File: config.mk
export PLATFORM = sky130hd
export DESIGN_NAME = ascon_perm_iter_flat
export DESIGN_NICKNAME = d
export VERILOG_FILES = /design/src/rtl/ascon_perm_iter_if.sv /design/src/rtl/ascon_perm_iter.sv /design/src/flat_wrapper.sv
export SDC_FILE = /design/constraint.sdc
export NUM_CORES = 1
export LEC_CHECK = 0
export BUFFER_PORTS_ARGS = -buffer_cell sky130_fd_sc_hd__buf_2
export CORE_AREA = 2 2 255 257
export CTS_CLUSTER_DIAMETER = 50
export DETAILED_ROUTE_END_ITERATION = 10
export DIE_AREA = 0 0 257 259
export PLACE_DENSITY = 0.72
export REMOVE_ABC_BUFFERS = 1
export SLEW_MARGIN = 10
export SYNTH_ARGS = -nofsm -noshare
export SYNTH_HDL_FRONTEND = slang
export SYNTH_SLANG_ARGS = --single-unit
File: constraint.sdc
create_clock -name clk -period 4.12 [get_ports clk]
set_clock_uncertainty 0.15 [all_clocks]
set_input_delay 0.824 -clock clk [delete_from_list [all_inputs] [get_ports clk]]
set_output_delay 0.824 -clock clk [all_outputs]
set_load 0.01 [all_outputs]
File: src/rtl/ascon_perm_iter_if.sv
// Request/result bundle between the mode controller and the ASCON permutation core.
// The controller drives start/rounds/state_in; the core answers with ready/out_valid/bad_rounds/state_out.
interface ascon_perm_iter_if;
  logic         start;
  logic [4:0]   rounds;
  logic [319:0] state_in;
  logic         ready;
  logic         out_valid;
  logic         bad_rounds;
  logic [319:0] state_out;

  modport master (
    output start, rounds, state_in,
    input  ready, out_valid, bad_rounds, state_out
  );

  modport slave (
    input  start, rounds, state_in,
    output ready, out_valid, bad_rounds, state_out
  );
endinterface

File: src/rtl/ascon_perm_iter.sv
// Iterative ASCON p^6/p^8/p^12, one round per clock; result pulses rounds+1 cycles after acceptance.
// start is taken only while ready=1 (IDLE); no queuing, requests during RUN are dropped.
module ascon_perm_iter (
  input  logic             clk,
  input  logic             rst_n,
  ascon_perm_iter_if.slave bus
);

  typedef enum logic {S_IDLE = 1'b0, S_RUN = 1'b1} fsm_t;

  fsm_t         r_fsm, w_fsm_nxt;
  logic [3:0]   r_ctr, w_ctr_nxt;
  logic [4:0]   r_rounds, w_rounds_nxt;
  logic [319:0] r_x, w_x_nxt;
  logic         r_out_valid, w_out_valid_nxt;
  logic         r_bad, w_bad_nxt;

  logic [3:0]   w_k;
  logic [7:0]   w_rc;
  logic         w_legal;
  logic [63:0]  w_a [5];
  logic [63:0]  w_t [5];
  logic [63:0]  w_b [5];
  logic [63:0]  w_s [5];
  logic [319:0] w_round;

  function automatic logic [63:0] ror64(input logic [63:0] v, input int unsigned n);
    return (v >> n) | (v << (64 - n));
  endfunction

  // Constant index only depends on latched rounds, so p^6/p^8 run the tail of the p^12 schedule.
  assign w_k     = 4'd11 - r_rounds[3:0] + r_ctr;
  assign w_rc    = {~w_k, w_k};
  assign w_legal = (bus.rounds == 5'd6) || (bus.rounds == 5'd8) || (bus.rounds == 5'd12);

  always_comb begin
    w_a[0] = r_x[319:256] ^ r_x[63:0];
    w_a[1] = r_x[255:192];
    w_a[2] = r_x[191:128] ^ {56'h0, w_rc} ^ r_x[255:192];
    w_a[3] = r_x[127:64];
    w_a[4] = r_x[63:0] ^ r_x[127:64];
    for (int i = 0; i < 5; i++) begin
      w_t[i] = ~w_a[i] & w_a[(i + 1) % 5];
    end
    for (int i = 0; i < 5; i++) begin
      w_b[i] = w_a[i] ^ w_t[(i + 1) % 5];
    end
    w_s[0] = w_b[0] ^ w_b[4];
    w_s[1] = w_b[1] ^ w_b[0];
    w_s[2] = ~w_b[2];
    w_s[3] = w_b[3] ^ w_b[2];
    w_s[4] = w_b[4];
    w_round = {w_s[0] ^ ror64(w_s[0], 19) ^ ror64(w_s[0], 28),
               w_s[1] ^ ror64(w_s[1], 61) ^ ror64(w_s[1], 39),
               w_s[2] ^ ror64(w_s[2], 1)  ^ ror64(w_s[2], 6),
               w_s[3] ^ ror64(w_s[3], 10) ^ ror64(w_s[3], 17),
               w_s[4] ^ ror64(w_s[4], 7)  ^ ror64(w_s[4], 41)};
  end

  always_comb begin
    w_fsm_nxt       = r_fsm;
    w_ctr_nxt       = r_ctr;
    w_rounds_nxt    = r_rounds;
    w_x_nxt         = r_x;
    w_out_valid_nxt = 1'b0;
    w_bad_nxt       = 1'b0;
    case (r_fsm)
      S_IDLE: begin
        if (bus.start) begin
          w_x_nxt      = bus.state_in;
          w_rounds_nxt = bus.rounds;
          w_ctr_nxt    = 4'd1;
          if (w_legal) begin
            w_fsm_nxt = S_RUN;
          end else begin
            w_out_valid_nxt = 1'b1;
            w_bad_nxt       = 1'b1;
          end
        end
      end
      S_RUN: begin
        w_x_nxt   = w_round;
        w_ctr_nxt = r_ctr + 4'd1;
        if ({1'b0, r_ctr} == r_rounds) begin
          w_fsm_nxt       = S_IDLE;
          w_out_valid_nxt = 1'b1;
        end
      end
      default: w_fsm_nxt = S_IDLE;
    endcase
  end

  always_ff @(posedge clk) begin
    if (!rst_n) begin
      r_fsm       <= S_IDLE;
      r_ctr       <= 4'd0;
      r_rounds    <= 5'd0;
      r_x         <= 320'h0;
      r_out_valid <= 1'b0;
      r_bad       <= 1'b0;
    end else begin
      r_fsm       <= w_fsm_nxt;
      r_ctr       <= w_ctr_nxt;
      r_rounds    <= w_rounds_nxt;
      r_x         <= w_x_nxt;
      r_out_valid <= w_out_valid_nxt;
      r_bad       <= w_bad_nxt;
    end
  end

  assign bus.ready      = (r_fsm == S_IDLE);
  assign bus.out_valid  = r_out_valid;
  assign bus.bad_rounds = r_bad;
  assign bus.state_out  = r_x;

endmodule

File: src/flat_wrapper.sv
// flat-port wrapper written by rule: the top's interface ports become plain ports
module ascon_perm_iter_flat 
  (clk, rst_n, bus_start, bus_rounds, bus_state_in, bus_ready, bus_out_valid, bus_bad_rounds, bus_state_out);
  ascon_perm_iter_if bus_i ();
  input  logic clk;
  input  logic rst_n;
  input wire logic [$bits(bus_i.start)-1:0] bus_start;
  input wire logic [$bits(bus_i.rounds)-1:0] bus_rounds;
  input wire logic [$bits(bus_i.state_in)-1:0] bus_state_in;
  output wire logic [$bits(bus_i.ready)-1:0] bus_ready;
  output wire logic [$bits(bus_i.out_valid)-1:0] bus_out_valid;
  output wire logic [$bits(bus_i.bad_rounds)-1:0] bus_bad_rounds;
  output wire logic [$bits(bus_i.state_out)-1:0] bus_state_out;
  assign bus_i.start = bus_start;
  assign bus_i.rounds = bus_rounds;
  assign bus_i.state_in = bus_state_in;
  assign bus_ready = bus_i.ready;
  assign bus_out_valid = bus_i.out_valid;
  assign bus_bad_rounds = bus_i.bad_rounds;
  assign bus_state_out = bus_i.state_out;
  ascon_perm_iter u_core (.clk(clk), .rst_n(rst_n), .bus(bus_i));
endmodule
# Word level (Yosys, flattened, before mapping)
# Index checks and enable logic that the tools add are counted.
classes:
  mux: 12
  n_addsub: 3
  n_bitwise: 46
  n_eq_ne: 5
  reduce_logical: 4
ops:
  columns: ["operator", "n"]
  rows:
  - ["bitwise XOR 64 bit", 21]
  - ["case mux 320 bit (2 select lines)", 1]
  - ["inverter 64 bit", 6]
  - ["bitwise AND 64 bit", 5]
  - ["two-way mux 320 bit", 1]
  - ["OR 23 x 64 -> 64 bit", 1]
  - ["OR 25 x 64 -> 64 bit", 1]
  - ["OR 3 x 64 -> 64 bit", 1]
  - ["OR 36 x 64 -> 64 bit", 1]
  - ["OR 45 x 64 -> 64 bit", 1]
  - ["OR 47 x 64 -> 64 bit", 1]
  - ["OR 54 x 64 -> 64 bit", 1]
  - ["OR 57 x 64 -> 64 bit", 1]
  - ["OR 58 x 64 -> 64 bit", 1]
  - ["OR 63 x 64 -> 64 bit", 1]
  - ["bitwise XOR 64 x 8 -> 64 bit", 1]
  - ["equality test 5 x 4 -> 1 bit, second input constant", 2]
  - ["case mux 4 bit (2 select lines)", 1]
  - ["two-way mux 1 bit", 6]
  - ["equality test 4 x 5 -> 1 bit", 1]
  - ["equality test 5 x 3 -> 1 bit, second input constant", 1]
  - ["adder 4 x 1 -> 4 bit, second input constant", 1]
  - ["adder 4 bit", 1]
  - ["two-way mux 4 bit", 1]
  - ["8 further kinds", 11]
word_totals:
  ff_bits: 332
  in_bits: 328

# Longest topological paths before layout
logic_depth:
  word_depth: 13
  mapped_depth: 13

# Worst setup path after synthesis
# OpenSTA, ideal clock, no wires.
synth_timing:
  path_type: "reg2reg"
  from: "register u_core.r_rounds[1]"
  to: "register u_core.r_x[114] (netlist: u_core.bus.state_out[114])"
  required_time_ns: 3.884
  synth_period_minus_slack_ns: 3.341
  arrival_time_ns: 3.105
  path_slack_ns: 0.779
  path_stages_with_launch: 14
  path_cell_list: "dfxtp_1 inv_1 ha_1 ha_1 fa_1 xnor2_1 xor3_1 inv_1 ha_1 xnor2_1 xnor2_1 xnor2_1 xnor2_1 a211oi_1"
synth_between:
  elab_chain_cells: 9
synth_lines:
  columns: ["element", "line_no", "rtl"]
  rows:
  - ["start: declaration", "ascon_perm_iter.sv:13", "logic [4:0] r_rounds, w_rounds_nxt;"]
  - ["start signal: assignment", "ascon_perm_iter.sv:104", "r_rounds <= w_rounds_nxt;"]
  - ["subtractor 4 bit", "ascon_perm_iter.sv:32", "assign w_k = 4'd11 - r_rounds[3:0] + r_ctr;"]
  - ["adder 4 bit", "ascon_perm_iter.sv:32", null]
  - ["bitwise XOR 64 x 8 -> 64 bit", "ascon_perm_iter.sv:39", "w_a[2] = r_x[191:128] ^ {56'h0, w_rc} ^ r_x[255:192];"]
  - ["bitwise XOR 64 bit", "ascon_perm_iter.sv:39", null]
  - ["bitwise XOR 64 bit", "ascon_perm_iter.sv:46", "w_b[i] = w_a[i] ^ w_t[(i + 1) % 5];"]
  - ["bitwise XOR 64 bit", "ascon_perm_iter.sv:51", "w_s[3] = w_b[3] ^ w_b[2];"]
  - ["OR 47 x 64 -> 64 bit", "ascon_perm_iter.sv:28", "return (v >> n) | (v << (64 - n));"]
  - ["bitwise XOR 64 bit", "ascon_perm_iter.sv:56", "w_s[3] ^ ror64(w_s[3], 10) ^ ror64(w_s[3], 17),"]
  - ["case mux 320 bit (2 select lines)", "ascon_perm_iter.sv:67", "case (r_fsm)"]
  - ["end signal: assignment", "ascon_perm_iter.sv:105", "r_x <= w_x_nxt;"]
  - ["end: declaration", "ascon_perm_iter.sv:14", "logic [319:0] r_x, w_x_nxt;"]
# Every way passes these cells.
# A chain may end at the register's enable or synchronous reset.

# Worst setup path after layout
layout_timing:
  from: "register u_core.r_ctr[1]"
  to: "register u_core.r_x[66] (netlist: u_core.bus.state_out[66])"
layout_between:
  elab_chain_cells: 8
layout_lines:
  columns: ["element", "line_no", "rtl"]
  rows:
  - ["start: declaration", "ascon_perm_iter.sv:12", "logic [3:0] r_ctr, w_ctr_nxt;"]
  - ["start signal: assignment", "ascon_perm_iter.sv:103", "r_ctr <= w_ctr_nxt;"]
  - ["adder 4 bit", "ascon_perm_iter.sv:32", null]
  - ["bitwise XOR 64 x 8 -> 64 bit", "ascon_perm_iter.sv:39", null]
  - ["bitwise XOR 64 bit", "ascon_perm_iter.sv:39", null]
  - ["bitwise XOR 64 bit", "ascon_perm_iter.sv:46", null]
  - ["bitwise XOR 64 bit", "ascon_perm_iter.sv:51", null]
  - ["bitwise XOR 64 bit (2 in series)", "ascon_perm_iter.sv:56", null]
  - ["case mux 320 bit (2 select lines)", "ascon_perm_iter.sv:67", null]
# Every way passes these cells.

==> qor.yml <==
outcome: "finished, final reports clean"
critPathCaptureType: "flip-flop"
layout_commonest_cell: "xnor2_1"
hpwlAfterDp_mm: 118
whs_path_depth: 3
clock_sinks: 332
hold_start: "bus_state_in[235]"
start_kind: "flip-flop"
nNetsFinal: 4327
worst-path-buf-inv: 0
cts_tree: "yes"
clock.fmax_ghz: 0.256
drc_errors: 0
grt_pass1_vias: 26729
grt_max_degree: 181
leakage_nw: 14.6
tightest_slew_ps: 1230
wl_mm: 146
final_antenna_net_count: 0
synth_seq_cells: 332
cp_common_cell: "xnor2_1"
syn2layout_area_growth_pct: 23.9
critical-path-max-stage-delay_ps: 640
synth.avg_cell_area_um2: 8.75
peakVddDrop_mv: 0.380
max-clock-path-buffers: 3
powerDensity_mw_per_mm2: 637
final_cells: 4766
path_class: "reg -> reg"
arrival_ps: 4280
ctsHoldBuffers: 0
firstDrtPassIters: 6
synth_area_mm2: 0.0281
path_cells: "ha_1, ha_1, fa_1, xor2_1, ha_1, xnor2_1, xnor2_1, xnor2_1, xnor2_1, a211oi_1"
die_y_um: 259
synth-seq-area-share: 0.237
grt_usage: 0.421
path_clk_slew_ps: 60
r2r_cells: 10
wl_per_cell_um: 30.6
ios: 651
drive_gt1_frac: 0.226
hold_viol: 0
final-setup-viol-count: 0
relSlewSlack: 0.172
synth-async-reset-ratio: 0
ys.warnings.count: 0
cts_buffers: 56
viasPerCell: 5.87
num_rows: 93
syn_inst: 3207
setup_slack_ps: 221
crit_family: "XOR/XNOR gates"
synth_edf_count: 0
htreeDepth: 2
initial_utilization: 0.439
cts_resized: 0
min_to: "u_core.bus.state_out[235]"
postCtsSetupBuffers: 0
finalMaxSlewViolations: 0
die_area_mm2: 0.0666
timing.final.crit_period_ps: 3900
final_cell_mix: "xnor2_1, buf_2, dfxtp_1"
maxCapViolCount: 0
grt_pass1_wl_mm: 200
clockRootBuffer: "clkbuf_16"
path_max_fanout: 5
regToRegStartpoint: "u_core.r_ctr[1]"
synth_cell_types: 37
place_area_mm2: 0.0327
power.total_w: 0.0221
drt-initial-drc-count: 3753
r2r_slack_ps: 220
dp.cells: 4662
crit_slowest_cell: "fa_1"
gp_congestion: 1.07
core-area_mm2: 0.0639
rsz0062_at_grt: "false"
vias: 27989
fin_util: 0.544
die_w_um: 257
synth-main-ff-cell: "dfxtp_1"
antenna_found_initial: 3
dpl_worst_slack_ps: 336
worst_ep_required_time_ps: 4500
clock_latency_ps: 670
timing.final.crit_share: 0.946
grt.overflow.total: 0
port_buffers: 650
r2r-end: "u_core.bus.state_out[66]"
min_path_type: "in -> reg"
finalInstanceArea_mm2: 0.0348
-- per-stage QoR --
stage	hold WS (ps)	setup TNS, ps
5_1_grt	258	0
3_3_place_gp	326	0
2_1_floorplan	308	-1894910
3_5_place_dp	340	0
4_1_cts	226	0
6_report	228	0
-- registers in the layout (all words and copies together) (netlist names) --
name and cells:
u_core.r_rounds 5, u_core.bus.state_out 320, u_core.r_fsm 1, u_core.bus.out_valid 1
u_core.r_ctr 4, u_core.bus.bad_rounds 1
-- area by class of cell --
cell class                      count  area [um2]
Fill cell                        6044       29100
Multi-Input combinational cell   2495       20000
Clock inverter                     36         504
Inverter                          223         845
Antenna cell                        1        2.50
Timing Repair Buffer              757        4190
Clock buffer                       67        1500
Tap cell                          855        1070
Sequential cell                   332        6650
-- how the worst max path moves through the flow --
stage	from	end	slack, ps	cells past startpoint
global route	u_core.r_ctr[1]	u_core.bus.state_out[66]	110	10
global placement	u_core.r_rounds[1]	u_core.bus.state_out[66]	390	11
finish	u_core.r_ctr[1]	u_core.bus.state_out[66]	220	10
CTS	u_core.r_ctr[1]	u_core.bus.state_out[66]	270	10
floorplan	u_core.r_fsm	u_core.r_ctr[1]	-9450	2
detailed placement	u_core.r_ctr[1]	u_core.bus.state_out[66]	340	10
-- cell families after synthesis --
group | share of synthesized area
fa+ha+maj | 0.0814
xor+xnor | 0.366
buf+inv | 0.0510
compound gates | 0.178
mux | 0.0243
simple gates | 0.0621
flops | 0.237
-- layer usage --
layer,routed length (um),track usage
met1,55600,0.523
met2,63200,0.651
met3,16500,0.107
met4,10600,0.266
met5,25,0
-- cell usage after synthesis, types with 69 or more instances --
cell type / number / area, um2
xnor2_1: 916 / 8020
dfxtp_1: 332 / 6650
a211oi_1: 259 / 1940
nand2_1: 229 / 860
inv_1: 221 / 830
xor2_1: 187 / 1640
o21ai_0: 175 / 876
clkbuf_1: 144 / 541
ha_1: 133 / 1660
o211a_1: 112 / 1120
a22oi_1: 90 / 676
nor2b_1: 71 / 444
nor2_1: 69 / 259
-- power by group --
group / leakage [nW] / internal, W / switching [W]
logic: 10.9 / 0.00507 / 0.00797
clock network: 0.978 / 0.00316 / 0.00202
registers: 2.74 / 0.00347 / 0.000432
-- worst min-delay path, delay by kind of cell --
kind | cells | cell delay (ps)
AO/OA/AOI/OAI | 2 | 110
buffers and inverters | 1 | 80
Power figures use the tool's default switching activity.
